===== src/rtl/exp_add_sched_pkg.sv =====
// posit_pkg: shared posit exponent-path defaults for the exp_adder scheduler.
//   DEF_ES / DEF_K_BITS : exponent field and signed regime widths
//   DEF_MAX_BITS / DEF_OPW : derived sum and packed operand-pair widths
//   *_LSB / *_BIT       : field offsets inside a packed operand pair
//                         {sign_A, k_A, exp_A, sign_B, k_B, exp_B}, MSB first
//   state_e             : scheduler FSM encoding
package posit_pkg;

  localparam int unsigned DEF_ES       = 3;
  localparam int unsigned DEF_K_BITS   = 6;
  localparam int unsigned DEF_MAX_BITS = DEF_ES + DEF_K_BITS;
  localparam int unsigned DEF_HALF     = 1 + DEF_K_BITS + DEF_ES;
  localparam int unsigned DEF_OPW      = 2 * DEF_HALF;

  localparam int unsigned EXP_B_LSB  = 0;
  localparam int unsigned K_B_LSB    = DEF_ES;
  localparam int unsigned SIGN_B_BIT = DEF_ES + DEF_K_BITS;
  localparam int unsigned EXP_A_LSB  = DEF_HALF;
  localparam int unsigned K_A_LSB    = DEF_HALF + DEF_ES;
  localparam int unsigned SIGN_A_BIT = DEF_HALF + DEF_ES + DEF_K_BITS;

  typedef enum logic [1:0] {
    ST_IDLE  = 2'b00,
    ST_ISSUE = 2'b01,
    ST_WAIT  = 2'b10,
    ST_RESP  = 2'b11
  } state_e;

endpackage


===== src/rtl/exp_add_sched_if.sv =====
// Request channel bundle for the two posit-multiply front ends.
//   reqN_valid / reqN_op : requester N offers a packed operand pair
//   reqN_ready           : scheduler accepts requester N this cycle
// Modports: master = requester side, slave = scheduler side,
//           arb = handshake-only view used by the round-robin arbiter.
interface exp_add_sched_if #(
  parameter int unsigned OPW = posit_pkg::DEF_OPW
);

  logic           req0_valid;
  logic           req0_ready;
  logic [OPW-1:0] req0_op;
  logic           req1_valid;
  logic           req1_ready;
  logic [OPW-1:0] req1_op;

  modport master (
    output req0_valid, req0_op, req1_valid, req1_op,
    input  req0_ready, req1_ready
  );

  modport slave (
    input  req0_valid, req0_op, req1_valid, req1_op,
    output req0_ready, req1_ready
  );

  modport arb (
    input  req0_valid, req1_valid,
    output req0_ready, req1_ready
  );

endinterface


===== src/rtl/exp_add_sched_arb.sv =====
// rr_arb2: two-input round-robin arbiter.
//   clk, rst_n : clock, asynchronous active-low reset
//   en         : arbitration allowed this cycle
//   req        : valid inputs / ready outputs of both requesters
//   gnt        : one-hot grant (equals the readies)
// rr_ptr favours req0 out of reset and points away from the last winner.
module rr_arb2 (
  input  logic                clk,
  input  logic                rst_n,
  input  logic                en,
  exp_add_sched_if.arb        req,
  output logic [1:0]          gnt
);

  logic rr_ptr_q;
  logic rr_ptr_d;

  always_comb begin
    gnt[0]   = en & req.req0_valid & (~req.req1_valid | ~rr_ptr_q);
    gnt[1]   = en & req.req1_valid & (~req.req0_valid |  rr_ptr_q);
    rr_ptr_d = rr_ptr_q;
    if (gnt[0]) begin
      rr_ptr_d = 1'b1;
    end else if (gnt[1]) begin
      rr_ptr_d = 1'b0;
    end
    req.req0_ready = gnt[0];
    req.req1_ready = gnt[1];
  end

  always_ff @(posedge clk or negedge rst_n) begin
    if (!rst_n) begin
      rr_ptr_q <= 1'b0;
    end else begin
      rr_ptr_q <= rr_ptr_d;
    end
  end

endmodule


===== src/rtl/exp_add_sched.sv =====
// exp_add_sched: shares one exp_adder between two posit-multiply front ends.
//   clk, rst_n            : clock, asynchronous active-low reset
//   req0_* / req1_*       : valid/ready operand-pair request channels
//   ea_*                  : start pulse + operands to exp_adder, done/result back
//   rsp_*                 : tagged valid/ready response (rsp_err = timeout)
//   busy                  : high whenever not IDLE
// Flow: IDLE --accept--> ISSUE --> WAIT --done|timeout--> RESP --rsp_ready--> IDLE
module exp_add_sched
  import posit_pkg::*;
#(
  parameter int unsigned ES       = DEF_ES,
  parameter int unsigned K_BITS   = DEF_K_BITS,
  parameter int unsigned MAX_BITS = ES + K_BITS,
  parameter int unsigned OPW      = 2 * (1 + K_BITS + ES),
  parameter int unsigned TIMEOUT  = 16
) (
  input  logic                clk,
  input  logic                rst_n,
  input  logic                req0_valid,
  output logic                req0_ready,
  input  logic [OPW-1:0]      req0_op,
  input  logic                req1_valid,
  output logic                req1_ready,
  input  logic [OPW-1:0]      req1_op,
  output logic                ea_start,
  output logic [ES-1:0]       ea_exp_A,
  output logic [ES-1:0]       ea_exp_B,
  output logic [K_BITS-1:0]   ea_k_A,
  output logic [K_BITS-1:0]   ea_k_B,
  output logic                ea_sign_A,
  output logic                ea_sign_B,
  input  logic                ea_done,
  input  logic [MAX_BITS:0]   ea_exp_raw,
  input  logic                ea_sign,
  input  logic                ea_nar,
  input  logic                ea_zero,
  output logic                rsp_valid,
  input  logic                rsp_ready,
  output logic                rsp_id,
  output logic [MAX_BITS:0]   rsp_exp_raw,
  output logic                rsp_sign,
  output logic                rsp_nar,
  output logic                rsp_zero,
  output logic                rsp_err,
  output logic                busy
);

  localparam int unsigned HALF   = 1 + K_BITS + ES;
  localparam int unsigned EB_LSB = 0;
  localparam int unsigned KB_LSB = ES;
  localparam int unsigned SB_BIT = ES + K_BITS;
  localparam int unsigned EA_LSB = HALF;
  localparam int unsigned KA_LSB = HALF + ES;
  localparam int unsigned SA_BIT = HALF + ES + K_BITS;
  localparam int unsigned CNT_W  = $clog2(TIMEOUT);

  exp_add_sched_if #(.OPW(OPW)) req_if ();

  assign req_if.req0_valid = req0_valid;
  assign req_if.req0_op    = req0_op;
  assign req_if.req1_valid = req1_valid;
  assign req_if.req1_op    = req1_op;
  assign req0_ready        = req_if.req0_ready;
  assign req1_ready        = req_if.req1_ready;

  state_e             state_q,        state_d;
  logic [OPW-1:0]     hold_op_q,      hold_op_d;
  logic               hold_id_q,      hold_id_d;
  logic [CNT_W-1:0]   wait_cnt_q,     wait_cnt_d;
  logic [MAX_BITS:0]  rsp_exp_raw_q,  rsp_exp_raw_d;
  logic               rsp_sign_q,     rsp_sign_d;
  logic               rsp_nar_q,      rsp_nar_d;
  logic               rsp_zero_q,     rsp_zero_d;
  logic               rsp_err_q,      rsp_err_d;
  logic [1:0]         gnt;

  rr_arb2 u_arb (
    .clk   (clk),
    .rst_n (rst_n),
    .en    (state_q == ST_IDLE),
    .req   (req_if),
    .gnt   (gnt)
  );

  always_comb begin
    state_d       = state_q;
    hold_op_d     = hold_op_q;
    hold_id_d     = hold_id_q;
    wait_cnt_d    = wait_cnt_q;
    rsp_exp_raw_d = rsp_exp_raw_q;
    rsp_sign_d    = rsp_sign_q;
    rsp_nar_d     = rsp_nar_q;
    rsp_zero_d    = rsp_zero_q;
    rsp_err_d     = rsp_err_q;
    unique case (state_q)
      ST_IDLE: begin
        if (|gnt) begin
          hold_op_d = gnt[1] ? req_if.req1_op : req_if.req0_op;
          hold_id_d = gnt[1];
          state_d   = ST_ISSUE;
        end
      end
      ST_ISSUE: begin
        wait_cnt_d = '0;
        state_d    = ST_WAIT;
      end
      ST_WAIT: begin
        wait_cnt_d = wait_cnt_q + CNT_W'(1);
        // done takes priority over a timeout in the same cycle; the
        // exp_adder flags are only valid while done is high
        if (ea_done) begin
          rsp_exp_raw_d = ea_exp_raw;
          rsp_sign_d    = ea_sign;
          rsp_nar_d     = ea_nar;
          rsp_zero_d    = ea_zero;
          rsp_err_d     = 1'b0;
          state_d       = ST_RESP;
        end else if (wait_cnt_q == CNT_W'(TIMEOUT - 1)) begin
          rsp_exp_raw_d = '0;
          rsp_sign_d    = 1'b0;
          rsp_nar_d     = 1'b0;
          rsp_zero_d    = 1'b0;
          rsp_err_d     = 1'b1;
          state_d       = ST_RESP;
        end
      end
      ST_RESP: begin
        if (rsp_ready) begin
          state_d = ST_IDLE;
        end
      end
      default: state_d = ST_IDLE;
    endcase
  end

  always_ff @(posedge clk or negedge rst_n) begin
    if (!rst_n) begin
      state_q       <= ST_IDLE;
      hold_op_q     <= '0;
      hold_id_q     <= 1'b0;
      wait_cnt_q    <= '0;
      rsp_exp_raw_q <= '0;
      rsp_sign_q    <= 1'b0;
      rsp_nar_q     <= 1'b0;
      rsp_zero_q    <= 1'b0;
      rsp_err_q     <= 1'b0;
    end else begin
      state_q       <= state_d;
      hold_op_q     <= hold_op_d;
      hold_id_q     <= hold_id_d;
      wait_cnt_q    <= wait_cnt_d;
      rsp_exp_raw_q <= rsp_exp_raw_d;
      rsp_sign_q    <= rsp_sign_d;
      rsp_nar_q     <= rsp_nar_d;
      rsp_zero_q    <= rsp_zero_d;
      rsp_err_q     <= rsp_err_d;
    end
  end

  // operands change only on accept, so they stay stable through ISSUE and WAIT
  assign ea_sign_A   = hold_op_q[SA_BIT];
  assign ea_k_A      = hold_op_q[KA_LSB +: K_BITS];
  assign ea_exp_A    = hold_op_q[EA_LSB +: ES];
  assign ea_sign_B   = hold_op_q[SB_BIT];
  assign ea_k_B      = hold_op_q[KB_LSB +: K_BITS];
  assign ea_exp_B    = hold_op_q[EB_LSB +: ES];

  assign ea_start    = (state_q == ST_ISSUE);
  assign busy        = (state_q != ST_IDLE);
  assign rsp_valid   = (state_q == ST_RESP);
  assign rsp_id      = hold_id_q;
  assign rsp_exp_raw = rsp_exp_raw_q;
  assign rsp_sign    = rsp_sign_q;
  assign rsp_nar     = rsp_nar_q;
  assign rsp_zero    = rsp_zero_q;
  assign rsp_err     = rsp_err_q;

endmodule


===== config.mk =====
export PLATFORM = sky130hd
export DESIGN_NAME = exp_add_sched
export DESIGN_NICKNAME = d
export VERILOG_FILES = /design/src/rtl/exp_add_sched_pkg.sv /design/src/rtl/exp_add_sched_if.sv /design/src/rtl/exp_add_sched_arb.sv /design/src/rtl/exp_add_sched.sv
export SDC_FILE = /design/constraint.sdc
export NUM_CORES = 1
export LEC_CHECK = 0
export ABC_CLOCK_PERIOD_IN_PS = 2040
export CAP_MARGIN = 15
export CORE_UTILIZATION = 40
export DETAILED_ROUTE_END_ITERATION = 8
export HOLD_SLACK_MARGIN = 0.03
export PLACE_DENSITY = 0.86
export SETUP_SLACK_MARGIN = 0.3
export SKIP_LAST_GASP = 1
export SLEW_MARGIN = 30
export SYNTH_ARGS = -nofsm -noshare
export SYNTH_HDL_FRONTEND = slang
export SYNTH_SLANG_ARGS = --single-unit

===== constraint.sdc =====
create_clock -name clk -period 2.04 [get_ports clk]
set_input_delay 0.408 -clock clk [delete_from_list [all_inputs] [get_ports clk]]
set_output_delay 0.408 -clock clk [all_outputs]
set_load 0.1 [all_outputs]

==> results.json <==
{
  "status": "completed",
  "endpoint": "state_q[1]",
  "r2r_setup_slack_ns": 0.26,
  "final_cell_mix": "clkdlybuf4s50_1, buf_4, dfrtp_1",
  "maxCapViolations": 0,
  "cp_cell_sequence": "inv_2, buf_4, buf_4, ha_4, nor2b_1, a221o_1, mux2_4",
  "hold_class": "in -> async",
  "finalHoldViolCount": 0,
  "drt_pass1_iterations": 4,
  "cts_root_buf": "clkbuf_8",
  "cp.buffers_inverters": 3,
  "num-fill-cells": 411,
  "start_kind": "register",
  "synth-seq-area-share_pct": 52.0,
  "portBuffers": 98,
  "syn_area_sq_um": 2020,
  "required_ns": 2.22,
  "drt_iter0_drc": 64,
  "grt-ovfl-total": 0,
  "slew_headroom_pct": 63.7,
  "die_w_microns": 73.1,
  "yosys.area.top_type": "dfrtp_1",
  "critical-path-max-stage-delay_ns": 0.37,
  "min_period_ns": 1.78,
  "syn_area_per_cell_sq_um": 10.2,
  "row_count": 25,
  "h-tree-depth": 2,
  "cts_buffers": 5,
  "wirelength_microns": 5000,
  "core_sq_um": 4790,
  "setup_viol": 0,
  "wl_per_cell_microns": 13.5,
  "finClkSkew_ns": 0.00732,
  "ant_nets": 0,
  "dpl.hpwl_microns": 3610,
  "cp-startpoint": "state_q[0]",
  "syn2layout_area_growth_pct": 63.9,
  "clock-sinks": 42,
  "cp-end-kind": "register",
  "rsz0062_at_grt": "true",
  "path_delay_family": "flip-flops",
  "ff2ff_path_depth": 7,
  "post_route_cells_drive_above_1_share_pct": 27.0,
  "dieArea_sq_um": 5340,
  "grt_pass1_wl_microns": 8050,
  "synth_top_area_share_pct": 52.0,
  "cp.depth": 7,
  "gp_congestion": 0.749,
  "slew_viol_final": 0,
  "setup_tns_ns": 0,
  "grt_antenna_before_repair": 0,
  "die_y_microns": 73.1,
  "cp_slowest_cell": "dfrtp_1",
  "synth_cell_types": 29,
  "fin_crit_sh_pct": 87.2,
  "synth_area_leaders": "dfrtp_1, or3b_1, a31oi_1, o21ai_0, a22o_1",
  "track_usage_pct": 19.6,
  "synth-seq-cells": 42,
  "tightest_slew_ns": 0.544,
  "path_clk_slew_ns": 0.08,
  "r2r-end": "state_q[1]",
  "path_class": "reg -> reg",
  "insertion_delay_ns": 0.29,
  "grt_pass1_vias": 1832,
  "io_pins": 99,
  "crit_arrival_ns": 1.96,
  "antenna_cells": 0,
  "drc": 0,
  "layout.nets": 368,
  "cts_tree": "yes",
  "reg2reg_from": "state_q[0]",
  "cts_buffer_depth": 2,
  "initial_utilization_pct": 42.2,
  "mostFrequentLayoutCell": "clkdlybuf4s50_1",
  "fmax_mhz": 562,
  "viasPerCell": 5.02,
  "postSynthCellCount": 198,
  "synthesis.nets": 263,
  "vias": 1862,
  "grt_max_degree": 41,
  "synth_warnings": 0,
  "crit_top_cell": "buf_4",
  "worstPathMaxFanout": 10
}
-- sequential cells by signal, indices dropped and copies added, names as in the netlist, 2 cells and up --
| name | count |
|---|---|
| hold_op_q | 20 |
| rsp_exp_raw | 10 |
| wait_cnt_q | 4 |
| state_q | 2 |
-- kinds of logic after synthesis --
group / count (synthesis) / synth area share [%]
muxes: 1 / 0.557
DFF: 42 / 52.0
and+or+nand+nor: 57 / 17.0
adders and majority gates: 6 / 3.72
buffers and inverters: 24 / 4.95
AOI/OAI and AO/OA: 68 / 21.7
-- final cells by class --
type | instances | area [sq um] | area share, %
Multi-Input combinational cell | 132 | 955 | 28.8
Clock inverter | 2 | 12.5 | 0.378
Inverter | 7 | 26.3 | 0.793
Tap cell | 67 | 83.8 | 2.53
Clock buffer | 6 | 82.6 | 2.49
Timing Repair Buffer | 115 | 1100 | 33.2
Sequential cell | 42 | 1050 | 31.7
-- metal layers --
metal  GRT usage (%)  wire length [microns]  vias to the layer above
met5               0                      0                        -
met1            22.0                   2050                      864
met2            34.2                   2520                       63
li1                -                      -                      927
met4            7.41                     68                        0
met3            6.91                    352                        8
-- synthesized netlist by cell type --
master,number
nand3b_1,1
a21oi_1,3
a2111oi_0,1
clkbuf_2,2
a221o_1,1
and2b_4,1
inv_1,7
nand2_2,1
a22o_1,13
clkbuf_1,9
and3_1,1
or3b_1,20
nand3_1,6
and2_1,1
o21ai_1,1
nand2_1,1
a21o_1,1
a21o_2,1
o2bb2ai_1,1
o21ai_0,24
o21a_1,1
mux2_1,1
buf_2,6
a31oi_1,20
ha_1,6
nor2_1,23
o221ai_1,1
dfrtp_1,42
nor2b_1,2
-- worst reg2reg max path: cells and delay by family, from the launching register on --
family	cells	cell delay (ns)
AND/OR/NAND/NOR	1	0.13
multiplexers	1	0.31
buffers and inverters	3	0.33
AO/OA/AOI/OAI	1	0.34
adder cells (fa/ha/maj)	1	0.19
flip-flops	1	0.37
-- stage by stage --
step / std cells / area [sq um] / utilization, % / hold slack, ns / setup WS, ns
CTS: 368 / 3250 / 67.8 / 0.0525 / 0.241
finish: 371 / 3310 / 69.2 / 0.0489 / 0.261
detailed placement: 352 / 3090 / 64.6 / 0.371 / 0.0952
floorplan: 198 / 2070 / - / 0.112 / 0.293
global route: 371 / 3310 / 69.2 / 0.0829 / 0.220
global placement: 352 / 3090 / 64.6 / 0.377 / 0.127
-- timing repair --
item                                    4_1_cts  5_1_grt
cloned                                        0        0
buffers inserted                              8        3
hold buffers                                  0        0
pin swaps                                     2        2
resized for setup                             3       10
endpoints found under the setup margin       15       18
-- worst min-delay path by stage --
stage,end,cells after the start
global placement,state_q[0],1
CTS,state_q[0],1
global route,rsp_exp_raw[0],1
floorplan,hold_op_q[0],0
detailed placement,state_q[0],1
finish,state_q[0],1
Power is left out: the tool's default activity adds up to more than one toggle a clock period on the data nets, which glitch-free logic cannot reach.
